===== src/rtl/johnson_chaser_gen.sv =====
// Pattern chaser (Johnson / ring / bounce / hold) stepped by a synchronous prescaler tick.
// Latency: pattern, tick and wrap update on the same edge; mode reload takes one edge; ext_step edge to step is 3 edges.
// Backpressure: none; enable=0 freezes the prescaler and pattern, and a mode change still reloads.
// Optional feature macro: JOHNSON_CHASER_EXT_STEP_EN adds the ext_step input (synchronised external step request).

module johnson_chaser_gen #(
    parameter int WIDTH    = 5,   // pattern width, 2..8
    parameter int DIV_BITS = 13   // prescaler width, 1..16
) (
    input  logic             clk,
    input  logic             reset,      // asynchronous, active-low
    input  logic             enable,
    input  logic [1:0]       mode,
    input  logic             dir,
    input  logic [3:0]       div_sel,
`ifdef JOHNSON_CHASER_EXT_STEP_EN
    input  logic             ext_step,   // asynchronous source
`endif
    output logic [WIDTH-1:0] pattern,
    output logic             tick,
    output logic             wrap
);

    typedef enum logic [1:0] {
        MODE_JOHNSON = 2'b00,
        MODE_RING    = 2'b01,
        MODE_BOUNCE  = 2'b10,
        MODE_HOLD    = 2'b11
    } mode_e;

    // Largest usable prescaler bit index for the tick compare.
    localparam logic [3:0] K_MAX = 4'(DIV_BITS - 1);

    // ------------------------------------------------------------------
    // State
    // ------------------------------------------------------------------
    mode_e                r_mode_q;
    logic [DIV_BITS-1:0]  r_presc;
    logic [WIDTH-1:0]     r_pattern;
    logic                 r_tick;
    logic                 r_wrap;
    logic                 r_bounce_up;   // 1 = one-hot bit travelling toward MSB

    // ------------------------------------------------------------------
    // Combinational nets
    // ------------------------------------------------------------------
    logic                 w_mode_chg;
    logic [3:0]           w_k;
    logic [DIV_BITS-1:0]  w_mask;
    logic                 w_presc_hit;
    logic                 w_tick_cond;
    logic [WIDTH-1:0]     w_reload_pat;
    logic [WIDTH-1:0]     w_start_q;
    logic [WIDTH-1:0]     w_step_pat;
    logic                 w_step_up;
    logic                 w_wrap_hit;
    logic                 w_bounce_move_up;
    logic [WIDTH-1:0]     w_bounce_shift;

    // Start value a mode sequence returns to; hold keeps whatever is current.
    function automatic logic [WIDTH-1:0] start_val(input logic [1:0] m,
                                                   input logic [WIDTH-1:0] cur);
        logic [WIDTH-1:0] v;
        v = cur;
        case (m)
            MODE_JOHNSON: v = '0;
            MODE_RING:    v = WIDTH'(1);
            MODE_BOUNCE:  v = WIDTH'(1);
            default:      v = cur;
        endcase
        return v;
    endfunction

    assign w_mode_chg   = (mode != r_mode_q);
    assign w_reload_pat = start_val(mode, r_pattern);
    assign w_start_q    = start_val(r_mode_q, r_pattern);

    // Clamp the divide selector to the prescaler width and build the low-bits mask.
    always_comb begin
        w_mask = '0;
        w_k    = (div_sel > K_MAX) ? K_MAX : div_sel;
        for (int i = 0; i < DIV_BITS; i++) begin
            w_mask[i] = (4'(i) <= w_k);
        end
    end

    // Prescaler tick fires when the selected low bits are all ones.
    assign w_presc_hit = ((r_presc & w_mask) == w_mask);

`ifdef JOHNSON_CHASER_EXT_STEP_EN
    logic r_ext_meta;
    logic r_ext_sync;
    logic r_ext_last;
    logic w_ext_edge;

    // Two-flop synchroniser plus one delay flop for rising-edge detection.
    always_ff @(posedge clk or negedge reset) begin
        if (!reset) begin
            r_ext_meta <= 1'b0;
            r_ext_sync <= 1'b0;
            r_ext_last <= 1'b0;
        end else begin
            r_ext_meta <= ext_step;
            r_ext_sync <= r_ext_meta;
            r_ext_last <= r_ext_sync;
        end
    end

    assign w_ext_edge  = r_ext_sync & ~r_ext_last;
    // A coincident external edge and prescaler hit still produce only one step.
    assign w_tick_cond = enable & (w_presc_hit | w_ext_edge);
`else
    assign w_tick_cond = enable & w_presc_hit;
`endif

    // Bounce direction: forced at the ends, otherwise follows the flag.
    always_comb begin
        w_bounce_move_up = r_bounce_up;
        if (r_pattern[0]) begin
            w_bounce_move_up = 1'b1;
        end else if (r_pattern[WIDTH-1]) begin
            w_bounce_move_up = 1'b0;
        end
        w_bounce_shift = w_bounce_move_up ? (r_pattern << 1) : (r_pattern >> 1);
    end

    // Next pattern and bounce flag for a tick in the current mode.
    always_comb begin
        w_step_pat = r_pattern;
        w_step_up  = r_bounce_up;
        case (r_mode_q)
            MODE_JOHNSON: begin
                if (dir) begin
                    w_step_pat = {~r_pattern[0], r_pattern[WIDTH-1:1]};
                end else begin
                    w_step_pat = {r_pattern[WIDTH-2:0], ~r_pattern[WIDTH-1]};
                end
            end
            MODE_RING: begin
                if (r_pattern == '0) begin
                    // An empty ring would rotate forever as zero; seed it.
                    w_step_pat = WIDTH'(1);
                end else if (dir) begin
                    w_step_pat = {r_pattern[0], r_pattern[WIDTH-1:1]};
                end else begin
                    w_step_pat = {r_pattern[WIDTH-2:0], r_pattern[WIDTH-1]};
                end
            end
            MODE_BOUNCE: begin
                if (!$onehot(r_pattern)) begin
                    // Corrupt or leftover pattern: restart the bounce from bit 0.
                    w_step_pat = WIDTH'(1);
                    w_step_up  = 1'b1;
                end else begin
                    w_step_pat = w_bounce_shift;
                    if (w_bounce_shift[WIDTH-1]) begin
                        w_step_up = 1'b0;
                    end else if (w_bounce_shift[0]) begin
                        w_step_up = 1'b1;
                    end else begin
                        w_step_up = w_bounce_move_up;
                    end
                end
            end
            default: begin
                w_step_pat = r_pattern;
                w_step_up  = r_bounce_up;
            end
        endcase
    end

    // Wrap marks arrival at the start value from somewhere else; hold never wraps.
    assign w_wrap_hit = (r_mode_q != MODE_HOLD) &&
                        (w_step_pat == w_start_q) &&
                        (r_pattern != w_start_q);

    // Mode register: follows the mode input one edge after it changes.
    always_ff @(posedge clk or negedge reset) begin
        if (!reset) begin
            r_mode_q <= MODE_JOHNSON;
        end else if (w_mode_chg) begin
            r_mode_q <= mode_e'(mode);
        end
    end

    // Prescaler: cleared on mode change, otherwise counts while enabled.
    always_ff @(posedge clk or negedge reset) begin
        if (!reset) begin
            r_presc <= '0;
        end else if (w_mode_chg) begin
            r_presc <= '0;
        end else if (enable) begin
            r_presc <= r_presc + DIV_BITS'(1);
        end
    end

    // Pattern and bounce flag: reload on mode change, step on tick.
    always_ff @(posedge clk or negedge reset) begin
        if (!reset) begin
            r_pattern   <= '0;
            r_bounce_up <= 1'b1;
        end else if (w_mode_chg) begin
            r_pattern   <= w_reload_pat;
            r_bounce_up <= 1'b1;
        end else if (w_tick_cond) begin
            r_pattern   <= w_step_pat;
            r_bounce_up <= w_step_up;
        end
    end

    // Tick and wrap pulses: registered alongside the pattern, suppressed on reload edges.
    always_ff @(posedge clk or negedge reset) begin
        if (!reset) begin
            r_tick <= 1'b0;
            r_wrap <= 1'b0;
        end else if (w_mode_chg) begin
            r_tick <= 1'b0;
            r_wrap <= 1'b0;
        end else begin
            r_tick <= w_tick_cond;
            r_wrap <= w_tick_cond & w_wrap_hit;
        end
    end

    assign pattern = r_pattern;
    assign tick    = r_tick;
    assign wrap    = r_wrap;

endmodule


===== config.mk =====
export PLATFORM = sky130hd
export DESIGN_NAME = johnson_chaser_gen
export DESIGN_NICKNAME = d
export VERILOG_FILES = /design/src/rtl/johnson_chaser_gen.sv
export SDC_FILE = /design/constraint.sdc
export NUM_CORES = 1
export LEC_CHECK = 0
export CAP_MARGIN = 20
export CORE_MARGIN = 1
export CORE_UTILIZATION = 35
export DETAILED_ROUTE_END_ITERATION = 12
export SKIP_LAST_GASP = 1
export SLEW_MARGIN = 20
export SYNTH_ARGS = -nofsm -noshare
export SYNTH_HDL_FRONTEND = slang
export SYNTH_SLANG_ARGS = --single-unit

===== constraint.sdc =====
create_clock -name clk -period 4 [get_ports clk]
set_clock_uncertainty 0.1 [all_clocks]
set_input_delay 0.8 -clock clk [delete_from_list [all_inputs] [get_ports clk]]
set_output_delay 0.8 -clock clk [all_outputs]
set_load 0.01 [all_outputs]

==> flow_summary_export.csv <==
group,metric,value,unit
pwr,irDropWorstVdd,0.150,mV
worst_setup_path,worst-r2r-setup-slack,210,ps
timing,period_share,94.7,%
worst_setup_path,r2r_end,"pattern[3]$_DFFE_PN0P_",
layout,mostFrequentLayoutCells,"nor2_1, dfrtp_1, clkdlybuf4s50_1, nand2_1, inv_1",
floorplan,dieArea,4690,µm²
timing,slew_headroom,59.6,%
worst_setup_path,worst-path-max-fanout,10,
layout,drive_gt1_share,9.29,%
worst_setup_path,r2r-start,"pattern[0]$_DFFE_PN0P_",
layout,diodes,0,
timing,timing.fmax,0.264,GHz
detailed_routing,first_pass_iters,4,
worst_setup_path,worstSetupPathType,"reg -> reg",
global_route,antenna_found_initial,0,
cts,clkLatencyLatePin,260,ps
floorplan,ioPinCount,17,
timing,tightest_slew,598,ps
floorplan,start_util,37.6,%
place,post_dp_cell_area,1740,µm²
global_route,grt_pass1_wl,5.25,mm
cts,clk_pin_slew,80,ps
place,portBuffers,16,
cts,cts_resized,0,
layout,area_growth,15.3,%
detailed_routing,wire_per_inst,13.3,µm
layout,seq_area,577,µm²
layout,multi_input_area,895,µm²
logic_synthesis,synth_edf_count,0,
detailed_routing,dr_total_vias,1279,
cts,htree_levels,1,
logic_synthesis,yosys.cell_types.count,43,
global_route,grt_pass1_vias,1138,
place,finalWeightedCongestion,0.895,
timing,slew_violations,0,
detailed_routing,drtIter0Drc,62,
global_route,grt_max_degree,24,
timing,setup-tns-final,0,ps
timing,setup_slack,213,ps
place,dp_slack,309,ps
logic_synthesis,syn-cell-area,1550,µm²
worst_setup_path,cp_data_arrival_time,3890,ps
cts,cts_buffer_depth,2,
run_status,status,"finished clean",
layout,fillerInstances,415,
logic_synthesis,postSynthCellCount,169,
detailed_routing,drcViolationCount,0,
global_route,track_usage,14.9,%
detailed_routing,wl,3.10,mm
cts,root_buffer,"clkbuf_8",
logic_synthesis,synth_nets,189,
detailed_routing,viasPerCell,5.49,
global_route,gr-total-overflow,0,
pwr,power_density,274,nW/µm²
logic_synthesis,yosysWarnings,0,
logic_synthesis,synthFlopType,"dfrtp_1",
logic_synthesis,synth_area_per_cell,9.15,µm²
pwr,p_leak,0.743,nW
layout,nets,204,
job,cap_viol_max_count,0,
cts,cts_setup_buffers,0,
timing,period_needed,3790,ps
cts,cts_hold_buf,0,
timing,grt_setup_unrepaired,"no",
worst_setup_path,cp.required,4100,ps
logic_synthesis,async_flop_share,100,%
timing,setup_violations,0,
timing,hold_violations,0,
floorplan,die_y,68.5,µm
hold_path,hold_class,"in -> async",
floorplan,core,4120,µm²
floorplan,die_w,68.5,µm
worst_setup_path,setup.worst_path.start_class,"flip-flop",
detailed_routing,antenna_left,0,
logic_synthesis,ys_ff_latch,23,
cts,cts_buffers,3,
logic_synthesis,ys_seq_area_share,37.3,%
place,dp_hpwl,2.33,mm
cts,cts_sinks,23,
worst_setup_path,endpoint_kind,"flip-flop",
floorplan,rows,23,
worst_setup_path,worstRegToRegCells,11,
layout,final_cell_area,1780,µm²
cts,cts_tree,"done",
-- worst max path at each step --
stage / start / end / slack, ps / cells after the start
5_1_grt: pattern[0]$_DFFE_PN0P_ / pattern[3]$_DFFE_PN0P_ / 20 / 11
2_1_floorplan: pattern[0]$_DFFE_PN0P_ / pattern[3]$_DFFE_PN0P_ / 380 / 12
3_3_place_gp: pattern[0]$_DFFE_PN0P_ / pattern[3]$_DFFE_PN0P_ / 450 / 11
4_1_cts: pattern[0]$_DFFE_PN0P_ / pattern[3]$_DFFE_PN0P_ / 280 / 11
3_5_place_dp: pattern[0]$_DFFE_PN0P_ / pattern[3]$_DFFE_PN0P_ / 310 / 11
6_report: pattern[0]$_DFFE_PN0P_ / pattern[3]$_DFFE_PN0P_ / 210 / 11
-- layout make-up --
cell class | instances | area share [%]
clock buffer | 4 | 2.53
inverter | 11 | 2.32
multi-input combinational | 128 | 50.2
sequential | 23 | 32.4
tap | 50 | 3.51
timing repair buffer | 17 | 9.12
-- routing by layer --
| layer | track usage (%) | up-vias | wire length, µm |
|---|---|---|---|
| met5 | 0 | - | 0 |
| met4 | 1.56 | 0 | 4 |
| met3 | 4.33 | 2 | 191 |
| met2 | 23.5 | 40 | 1400 |
| met1 | 20.5 | 622 | 1500 |
| li1 | - | 615 | - |
-- Yosys cell counts, types with 3 or more instances --
cell type / instances / area share [%]
a21oi_1: 4 / 1.3
a22oi_1: 3 / 1.5
a31oi_1: 3 / 1.2
clkbuf_1: 5 / 1.2
dfrtp_1: 22 / 36
ha_1: 8 / 6.5
inv_1: 11 / 2.7
mux2i_1: 7 / 4.5
nand2_1: 13 / 3.2
nand3_1: 4 / 1.3
nand4_1: 5 / 2.0
nor2_1: 22 / 5.3
nor4_1: 3 / 1.2
o21ai_0: 8 / 2.6
o22ai_1: 3 / 1.2
xnor2_1: 7 / 4.0
xor2_1: 9 / 5.1
-- critical path, stage by stage, from the launching register on --
cell     delay, ps
dfrtp_1        510
inv_1          160
fa_1           550
inv_1           50
fa_1           360
ha_1           270
or3b_2         500
or2_2          330
o22ai_1        230
a22oi_1        170
nor4_1         340
a31o_2         150
-- sequential cells by signal, summed over array words and instances, names as in the netlist --
register     count
tick             1
wrap             1
r_presc         13
pattern          5
r_bounce_up      1
r_mode_q         2
-- stage by stage --
| stage | hold WS, ps | power [mW] | cells | util (%) |
|---|---|---|---|---|
| 6_report | 407 | 0.489 | 233 | 43.3 |
| 5_1_grt | 441 | 0.523 | 233 | 43.3 |
| 4_1_cts | 441 | 0.495 | 233 | 43.4 |
| 3_5_place_dp | 429 | 0.352 | 229 | 42.4 |
| 3_3_place_gp | 419 | 0.350 | 229 | 42.4 |
| 2_1_floorplan | 401 | 0.315 | 169 | - |
-- kinds of logic (layout without fill, tap and decap cells) --
kind of cell,count (synthesis),after routing,synth area share [%]
flip-flops,23,23,37.3
buffers and inverters,18,32,4.85
XOR/XNOR,16,16,9.06
adder cells (fa/ha/maj),10,10,9.06
multiplexers,8,8,5.50
AND/OR/NAND/NOR,64,64,21.2
AO/OA/AOI/OAI,30,30,13.0
-- power by group --
group,total [mW],switching [mW],leakage [nW],internal (mW)
clock,0.141,0.0697,0.0228,0.0709
combinational,0.102,0.0582,0.409,0.0436
sequential,0.246,0.00937,0.311,0.237
total,0.489,0.137,0.743,0.351
No activity file was read; power rests on OpenSTA's default activity.
